## src/rtl/seq_pkg.sv

```systemverilog
// Shared types and constants for the ROM/ALU fetch-execute sequencer.
package seq_pkg;

  localparam int unsigned PC_W    = 12;
  localparam int unsigned INSTR_W = 8;
  localparam int unsigned NIB_W   = 4;
  localparam int unsigned SEL_W   = 3;
  localparam int unsigned OP_W    = 4;
  localparam int unsigned PAGE_W  = PC_W - NIB_W;

  typedef enum logic [1:0] {
    ST_IDLE   = 2'b00,
    ST_FETCH  = 2'b01,
    ST_EXEC   = 2'b10,
    ST_HALTED = 2'b11
  } state_e;

  localparam logic [OP_W-1:0]  OP_LDI      = 4'b1000;
  localparam logic [OP_W-1:0]  OP_OUT      = 4'b1001;
  localparam logic [OP_W-1:0]  OP_JMP      = 4'b1010;
  localparam logic [OP_W-1:0]  OP_JZ       = 4'b1011;
  localparam logic [OP_W-1:0]  OP_HLT      = 4'b1111;
  localparam logic [SEL_W-1:0] ALU_SEL_NOP = 3'b011;

  // Decoded control bundle for one EXEC cycle.
  typedef struct packed {
    logic              pc_enable;
    logic              pc_load;
    logic [PC_W-1:0]   pc_load_val;
    logic [SEL_W-1:0]  alu_sel;
    logic              acc_we;
    logic              acc_imm;
    logic              out_we;
    logic              halt;
  } dec_t;

  function automatic logic [OP_W-1:0] op_of(input logic [INSTR_W-1:0] ir);
    return ir[INSTR_W-1 -: OP_W];
  endfunction

  function automatic logic [NIB_W-1:0] imm_of(input logic [INSTR_W-1:0] ir);
    return ir[NIB_W-1:0];
  endfunction

endpackage

```

## src/rtl/seq_decode.sv

```systemverilog
// Combinational instruction decoder: instruction register + accumulator -> control bundle.
module seq_decode
  import seq_pkg::*;
(
  input  logic               exec_i,
  input  logic [INSTR_W-1:0] ir_i,
  input  logic [NIB_W-1:0]   acc_i,
  input  logic [PAGE_W-1:0]  pc_page_i,
  output dec_t               dec_o
);

  logic [OP_W-1:0]  op;
  logic [PC_W-1:0]  jump_target;

  assign op          = op_of(ir_i);
  assign jump_target = {pc_page_i, imm_of(ir_i)};

  // Decode the opcode; everything stays inactive outside EXEC.
  always_comb begin
    dec_o = '0;
    if (exec_i) begin
      if (!ir_i[INSTR_W-1]) begin
        dec_o.alu_sel   = ir_i[INSTR_W-2 -: SEL_W];
        dec_o.acc_we    = (ir_i[INSTR_W-2 -: SEL_W] != ALU_SEL_NOP);
        dec_o.pc_enable = 1'b1;
      end else begin
        unique case (op)
          OP_LDI: begin
            dec_o.acc_we    = 1'b1;
            dec_o.acc_imm   = 1'b1;
            dec_o.pc_enable = 1'b1;
          end
          OP_OUT: begin
            dec_o.out_we    = 1'b1;
            dec_o.pc_enable = 1'b1;
          end
          OP_JMP: begin
            dec_o.pc_load     = 1'b1;
            dec_o.pc_load_val = jump_target;
          end
          OP_JZ: begin
            if (acc_i == '0) begin
              dec_o.pc_load     = 1'b1;
              dec_o.pc_load_val = jump_target;
            end else begin
              dec_o.pc_enable = 1'b1;
            end
          end
          OP_HLT: begin
            dec_o.halt = 1'b1;
          end
          default: begin
            dec_o.pc_enable = 1'b1;
          end
        endcase
      end
    end
  end

endmodule

```

## src/rtl/rom_alu_sequencer.sv

```systemverilog
// Fetch/execute controller driving an external counter, program ROM and 4-bit ALU.
module rom_alu_sequencer
  import seq_pkg::*;
(
  input  logic               clk,
  input  logic               reset,
  input  logic               start,
  input  logic [PC_W-1:0]    pc,
  input  logic [INSTR_W-1:0] rom_data,
  input  logic [NIB_W-1:0]   alu_out,
  output logic               pc_enable,
  output logic               pc_load,
  output logic [PC_W-1:0]    pc_load_val,
  output logic [PC_W-1:0]    rom_addr,
  output logic [NIB_W-1:0]   alu_a,
  output logic [NIB_W-1:0]   alu_b,
  output logic [SEL_W-1:0]   alu_sel,
  output logic [NIB_W-1:0]   acc,
  output logic [NIB_W-1:0]   out_data,
  output logic               out_valid,
  output logic               busy,
  output logic               halted
);

  state_e             state_q, state_d;
  logic [INSTR_W-1:0] ir_q, ir_d;
  logic [NIB_W-1:0]   acc_q, acc_d;
  logic [NIB_W-1:0]   out_data_q, out_data_d;
  logic               out_valid_q, out_valid_d;
  dec_t               dec;

  seq_decode u_decode (
    .exec_i    (state_q == ST_EXEC),
    .ir_i      (ir_q),
    .acc_i     (acc_q),
    .pc_page_i (pc[PC_W-1:NIB_W]),
    .dec_o     (dec)
  );

  // Datapath taps: ROM follows the counter, ALU sees accumulator and immediate.
  assign rom_addr  = pc;
  assign alu_a     = acc_q;
  assign alu_b     = imm_of(ir_q);
  assign alu_sel   = dec.alu_sel;
  assign acc       = acc_q;
  assign out_data  = out_data_q;
  assign out_valid = out_valid_q;
  assign busy      = (state_q == ST_FETCH) || (state_q == ST_EXEC);
  assign halted    = (state_q == ST_HALTED);

  // Next-state, register updates and counter strobes.
  always_comb begin
    state_d     = state_q;
    ir_d        = ir_q;
    acc_d       = acc_q;
    out_data_d  = out_data_q;
    out_valid_d = 1'b0;
    pc_enable   = 1'b0;
    pc_load     = 1'b0;
    pc_load_val = '0;

    unique case (state_q)
      ST_IDLE, ST_HALTED: begin
        if (start) begin
          pc_load = 1'b1;
          state_d = ST_FETCH;
        end
      end
      ST_FETCH: begin
        ir_d    = rom_data;
        state_d = ST_EXEC;
      end
      ST_EXEC: begin
        pc_enable   = dec.pc_enable;
        pc_load     = dec.pc_load;
        pc_load_val = dec.pc_load_val;
        if (dec.acc_we) begin
          acc_d = dec.acc_imm ? imm_of(ir_q) : alu_out;
        end
        if (dec.out_we) begin
          out_data_d  = acc_q;
          out_valid_d = 1'b1;
        end
        state_d = dec.halt ? ST_HALTED : ST_FETCH;
      end
      default: state_d = ST_IDLE;
    endcase
  end

  // State and architectural registers.
  always_ff @(posedge clk or negedge reset) begin
    if (!reset) begin
      state_q     <= ST_IDLE;
      ir_q        <= '0;
      acc_q       <= '0;
      out_data_q  <= '0;
      out_valid_q <= 1'b0;
    end else begin
      state_q     <= state_d;
      ir_q        <= ir_d;
      acc_q       <= acc_d;
      out_data_q  <= out_data_d;
      out_valid_q <= out_valid_d;
    end
  end

endmodule

```

## config.mk

```make
export PLATFORM = sky130hd
export DESIGN_NAME = rom_alu_sequencer
export DESIGN_NICKNAME = d
export VERILOG_FILES = /design/src/rtl/seq_pkg.sv /design/src/rtl/seq_decode.sv /design/src/rtl/rom_alu_sequencer.sv
export SDC_FILE = /design/constraint.sdc
export NUM_CORES = 1
export LEC_CHECK = 0
export BUFFER_PORTS_ARGS = -buffer_cell sky130_fd_sc_hd__buf_4
export CAP_MARGIN = 20
export CORE_ASPECT_RATIO = 1.75
export CORE_UTILIZATION = 42
export CTS_CLUSTER_SIZE = 30
export DETAILED_ROUTE_END_ITERATION = 12
export PLACE_DENSITY = 0.9
export SYNTH_ARGS = -nofsm -noshare
export SYNTH_HDL_FRONTEND = slang
export SYNTH_SLANG_ARGS = --single-unit
```

## constraint.sdc

```tcl
create_clock -name clk -period 2.2 [get_ports clk]
set_input_delay 0.22 -clock clk [delete_from_list [all_inputs] [get_ports clk]]
set_output_delay 0.22 -clock clk [all_outputs]
set_load 0.05 [all_outputs]
```

======== After elaboration in Yosys (flattened, before gate mapping) ========
Cells that the tools add are included.
Widths: inputs -> output; s select.
cells by class
  muxes and demuxes ....................... 23
  equal/unequal tests ..................... 10
  reductions and logical operators ........ 7
operator list
  operator            count
  $mux 13             2
  $pmux 13 s2         1
  $mux 21             1
  $eq 4x4->1 const B  5
  $mux 12             1
  $mux 1              9
  $mux 2              3
  $mux 3              2
  $pmux 2 s3          1
  $eq 2x2->1 const B  2
  $logic_not 4->1     1
  $mux 4              1
  $pmux 1 s2          2
  $reduce_and 2->1    2
  $reduce_or 2->1     2
  $ne 3x2->1 const B  1
  $eq 2x1->1 const B  1
  $logic_not 2->1     1
  $ne 2x2->1 const B  1
  $logic_or 1x1->1    1
word-level totals
  output and inout bits ................... 48
  bits of input ports ..................... 27
  logic and storage cells ................. 45
  flip-flop bits (word level) ............. 19

======== Longest topological paths before layout ========
  word-level depth ........................ 7
  gate-level depth with buffers ........... 7
  mapped depth without buffers ............ 6

======== Hierarchy ========
From an unflattened synthesis, not the netlist that was laid out.
second synthesis, totals
  cells, all modules ...................... 146
  area total of the unflattened synthesis .. 1368.8 um2
by module, submodules not included
  module             seq. area each (um2)  times used  cells an instance  area an instance (um2)
  rom_alu_sequencer  475.5                 1           97                 1083.5
  seq_decode         0.0                   1           49                 285.3

======== Least setup slack after synthesis ========
No wires, ideal clock.
  path kind ............................... register -> output
  start ................................... register acc_q[1], in the netlist acc[1]
  end ..................................... output port pc_load
  cell stages (with the launch flop) ...... 5
  required time ........................... 1980 ps
  setup slack ............................. -321 ps
  arrival ................................. 2301 ps
  buffers on the path ..................... 0
  path through ............................ dfrtp_1 > or4_1 > a211oi_2 > nand3_1 > a21oi_1
on the way
  word-level cells in the longest chain between the ends .. 6
ends and longest elaborated chain
  element                   RTL line                  text
  start: declaration        rom_alu_sequencer.sv:27   logic [NIB_W-1:0] acc_q, acc_d;
  start signal: assignment  rom_alu_sequencer.sv:95   acc_q <= '0;
  start signal: assignment  rom_alu_sequencer.sv:101  acc_q <= acc_d;
  $logic_not 4->1           seq_decode.sv:42          if (acc_i == '0) begin
  $mux 13                   seq_decode.sv:42
  $pmux 13 s2               seq_decode.sv:27          unique case (op)
  $mux 13                   seq_decode.sv:22          if (!ir_i[INSTR_W-1]) begin
  $mux 21                   seq_decode.sv:21          if (exec_i) begin
  $pmux 1 s2                rom_alu_sequencer.sv:62   unique case (state_q)
  end: declaration          rom_alu_sequencer.sv:12   output logic pc_load,
No other way between the ends.

======== Worst setup path after layout ========
Ends and elaborated chain as after synthesis.

==> results.py <==
metrics = {
    "outcome": {
        "status": "finished with violations",
        "violations": "negative setup slack",
    },
    "sta": {
        "holdWs_ns": 0.173,
        "slew_viol_final": 0,
        "finalCritPeriodShare_pct": 106,
        "worst_slew_pin_slew_ns": 0.624,
        "slew_headroom_pct": 58.4,
        "fmax_mhz": 429,
        "hold_violations": 0,
        "rsz0062_at_grt": "yes",
        "setup_viol": 13,
        "layout_setup_ws_ns": -0.130,
        "skew_ns": 0.00452,
        "tns_ns": -1.19,
        "period_needed_ns": 2.33,
    },
    "layout": {
        "diodes": 0,
        "design_area_sq_um": 1780,
        "drive_above_1_share_pct": 64.8,
        "fin_cells": 192,
        "fin_util_pct": 66.3,
        "syn2layout_area_growth_pct": 50.1,
        "layout.nets": 197,
    },
    "global_routing": {
        "overflow": 0,
        "grt_pass1_wl_mm": 5.30,
        "grt_pass1_vias": 1085,
        "antenna_found_initial": 0,
        "grtUsageTotal_pct": 22.5,
        "grt_start_max_net_pins": 20,
    },
    "route": {
        "routed_wl_mm": 3.42,
        "drtIter0Drc": 23,
        "via_count": 1061,
        "drtPass1Iterations": 4,
        "drc": 0,
        "vias_per_cell": 5.53,
        "wl_per_cell_microns": 17.8,
        "ant_nets": 0,
    },
    "cts": {
        "clk_pin_slew_ns": 0.07,
        "cts_max_path_buffers": 2,
        "ctsRootBufferMaster": "clkbuf_8",
        "htreeDepth": 1,
        "clk-insertion-delay-late_ns": 0.26,
        "cts_tree": "built",
        "cts.sinks": 19,
        "cts_buffers": 3,
    },
    "setup_path": {
        "r2r_slack_ns": 0.31,
        "crit_path_start_kind": "flip-flop",
        "crit_type": "flip-flop to output port",
        "crit_family": "simple AND/OR/NAND/NOR gates",
        "crit_path_max_incr_delay_ns": 0.55,
        "r2r_cells": 6,
        "timing.rr.start": "state_q[0]",
        "path_buf_inv": 2,
        "critPathSlowestCell": "or4_4",
        "rr_endpoint": "acc[1]",
        "path_max_fanout": 3,
        "crit_chain": "or4_4 > a211oi_4 > buf_4 > nand3_4 > a21oi_4 > buf_6",
        "endpoint_kind": "output port",
        "arrival_ns": 2.11,
        "required_ns": 1.98,
    },
    "placement": {
        "portBuffers": 66,
        "detailed_place.area_sq_um": 1560,
        "place_hpwl_mm": 2.41,
        "gp_congestion": 0.757,
        "place_ws_ns": 0.0333,
        "dp.cells": 183,
    },
    "floorplan": {
        "core_sq_um": 2690,
        "die_h_microns": 72.4,
        "pin_count": 75,
        "die_w_microns": 42.2,
        "start_util_pct": 44.2,
        "num_rows": 25,
        "design.die.area_sq_um": 3060,
    },
    "synthesis": {
        "synthTopCellsByArea": "dfrtp_1 (40%), buf_4 (13%), mux2_2 (11%)",
        "syn_area_sq_um": 1190,
        "yosys.area.top_type": "dfrtp_1",
        "synth_top_flop_cell": "dfrtp_1",
        "syn_inst": 113,
        "ys_seq_area_share_pct": 40.0,
        "synth-seq-cells": 19,
        "ys_top_cells_by_count": "buf_4 (20), dfrtp_1 (19), mux2_2 (12)",
        "synth_top_area_share_pct": 40.0,
        "ys_async_sr_fraction_pct": 100,
        "synth_cell_types": 28,
        "syn-mean-instance-area_sq_um": 10.5,
        "synth_most_common_cell": "buf_4",
        "ys_warn_count": 0,
        "syn-num-nets": 144,
        "synth-edff-count": 0,
    },
    "worst_hold_path": {
        "min_from": "start",
        "min_path_type": "input port to flip-flop",
        "worstHoldPathCells": 2,
        "hold-path-endpoint": "state_q[1]",
    },
    "pwr": {
        "vdd_ir_drop_max_mv": 0.949,
        "p_seq_share_pct": 27.7,
        "p_int_mw": 1.19,
        "p_leak_nw": 0.882,
        "p_comb_share_pct": 62.9,
        "power_density_nw_per_um2": 1440,
        "clkPwrFrac_pct": 9.4,
        "p_sw_share_pct": 53.4,
        "net-switching-power_mw": 1.37,
        "power_mw": 2.56,
    },
    "flow_run": {
        "max_cap_viol_count": 0,
    },
}
## routing by layer
metal / up-vias / share of wire (%) / track usage [%]
met2: 67 / 57 / 43.2
li1: 464 / - / -
met5: - / 0 / 0
met4: 0 / 3.2 / 10.1
met1: 518 / 33 / 22.0
met3: 12 / 7.1 / 4.98
## cell type report
| cell class | instances | area, sq um |
|---|---|---|
| Tap cell | 27 | 33.8 |
| Fill cell | 207 | 906 |
| Clock buffer | 4 | 45.0 |
| Sequential cell | 19 | 478 |
| Inverter | 4 | 15.0 |
| Timing Repair Buffer | 72 | 637 |
| Multi-Input combinational cell | 66 | 576 |
## logic make-up (layout without fill, tap and decap cells)
| family | count (synthesis) | in the layout | share of synthesized area (%) |
|---|---|---|---|
| muxes | 16 | 16 | 14.7 |
| adders and majority gates | 4 | 4 | 4.21 |
| and+or+nand+nor | 29 | 30 | 15.7 |
| AOI/OAI and AO/OA | 16 | 16 | 8.63 |
| DFF | 19 | 19 | 40.0 |
| buffers and inverters | 29 | 80 | 16.7 |
## state kept, by name, summed over array words and instances, names as in the netlist
register / count
ir_q: 8
acc: 4
out_data: 4
state_q: 2
out_valid: 1
## worst max path at each step
stage	from	end	slack, ns	depth (start not counted)
after CTS	acc[1]	pc_load	-0.09	6
final	acc[1]	pc_load	-0.13	6
after floorplan	acc[3]	pc_load_val[10]	0.02	5
after detailed placement	acc[1]	pc_load_val[3]	0.03	5
after global placement	acc[0]	pc_load_val[9]	0.12	5
after global routing	acc[1]	pc_load	-0.17	6
## cell usage in the layout, fill, tap and decap left out
cell type | Yosys | layout
a211oi_4 | 0 | 1
a21oi_1 | 5 | 4
a21oi_4 | 0 | 1
a31oi_1 | 4 | 4
and2_1 | 4 | 3
and2_4 | 0 | 12
and2b_2 | 0 | 2
buf_4 | 20 | 58
buf_6 | 1 | 1
buf_8 | 0 | 12
clkbuf_1 | 2 | 1
clkbuf_8 | 0 | 3
dfrtp_1 | 19 | 17
dfrtp_2 | 0 | 2
dlygate4sd3_1 | 0 | 1
ha_1 | 4 | 4
inv_1 | 4 | 4
mux2_2 | 12 | 12
mux2i_1 | 4 | 4
nand2_1 | 4 | 4
nand3_4 | 0 | 1
nand4_1 | 1 | 1
nor2_1 | 3 | 3
nor2b_1 | 1 | 1
nor3b_2 | 1 | 1
o21a_1 | 1 | 1
o21ai_0 | 2 | 2
o22ai_1 | 1 | 1
o31a_1 | 1 | 1
o31ai_1 | 1 | 1
or4_1 | 2 | 1
or4_4 | 0 | 1
## power by group through the flow
| stage | registers, mW | clock network (mW) | logic, mW |
|---|---|---|---|
| floorplan | 0.836 | 0 | 1.05 |
| global placement | 0.693 | 0 | 1.46 |
| detailed placement | 0.713 | 0 | 1.51 |
| CTS | 0.704 | 0.245 | 1.60 |
| global route | 0.740 | 0.266 | 1.68 |
| finish | 0.709 | 0.241 | 1.61 |
## timing repair
| item | in CTS | in global routing |
|---|---|---|
| cloned | 1 | 0 |
| gates resized for setup | 31 | 12 |
| setup buffers | 3 | 0 |
| endpoints found under the setup margin | 13 | 13 |
| hold endpoints to repair | 19 | 0 |
| pin swaps | 6 | 4 |
| hold buffers | 1 | 0 |
Power figures use the tool's default switching activity.
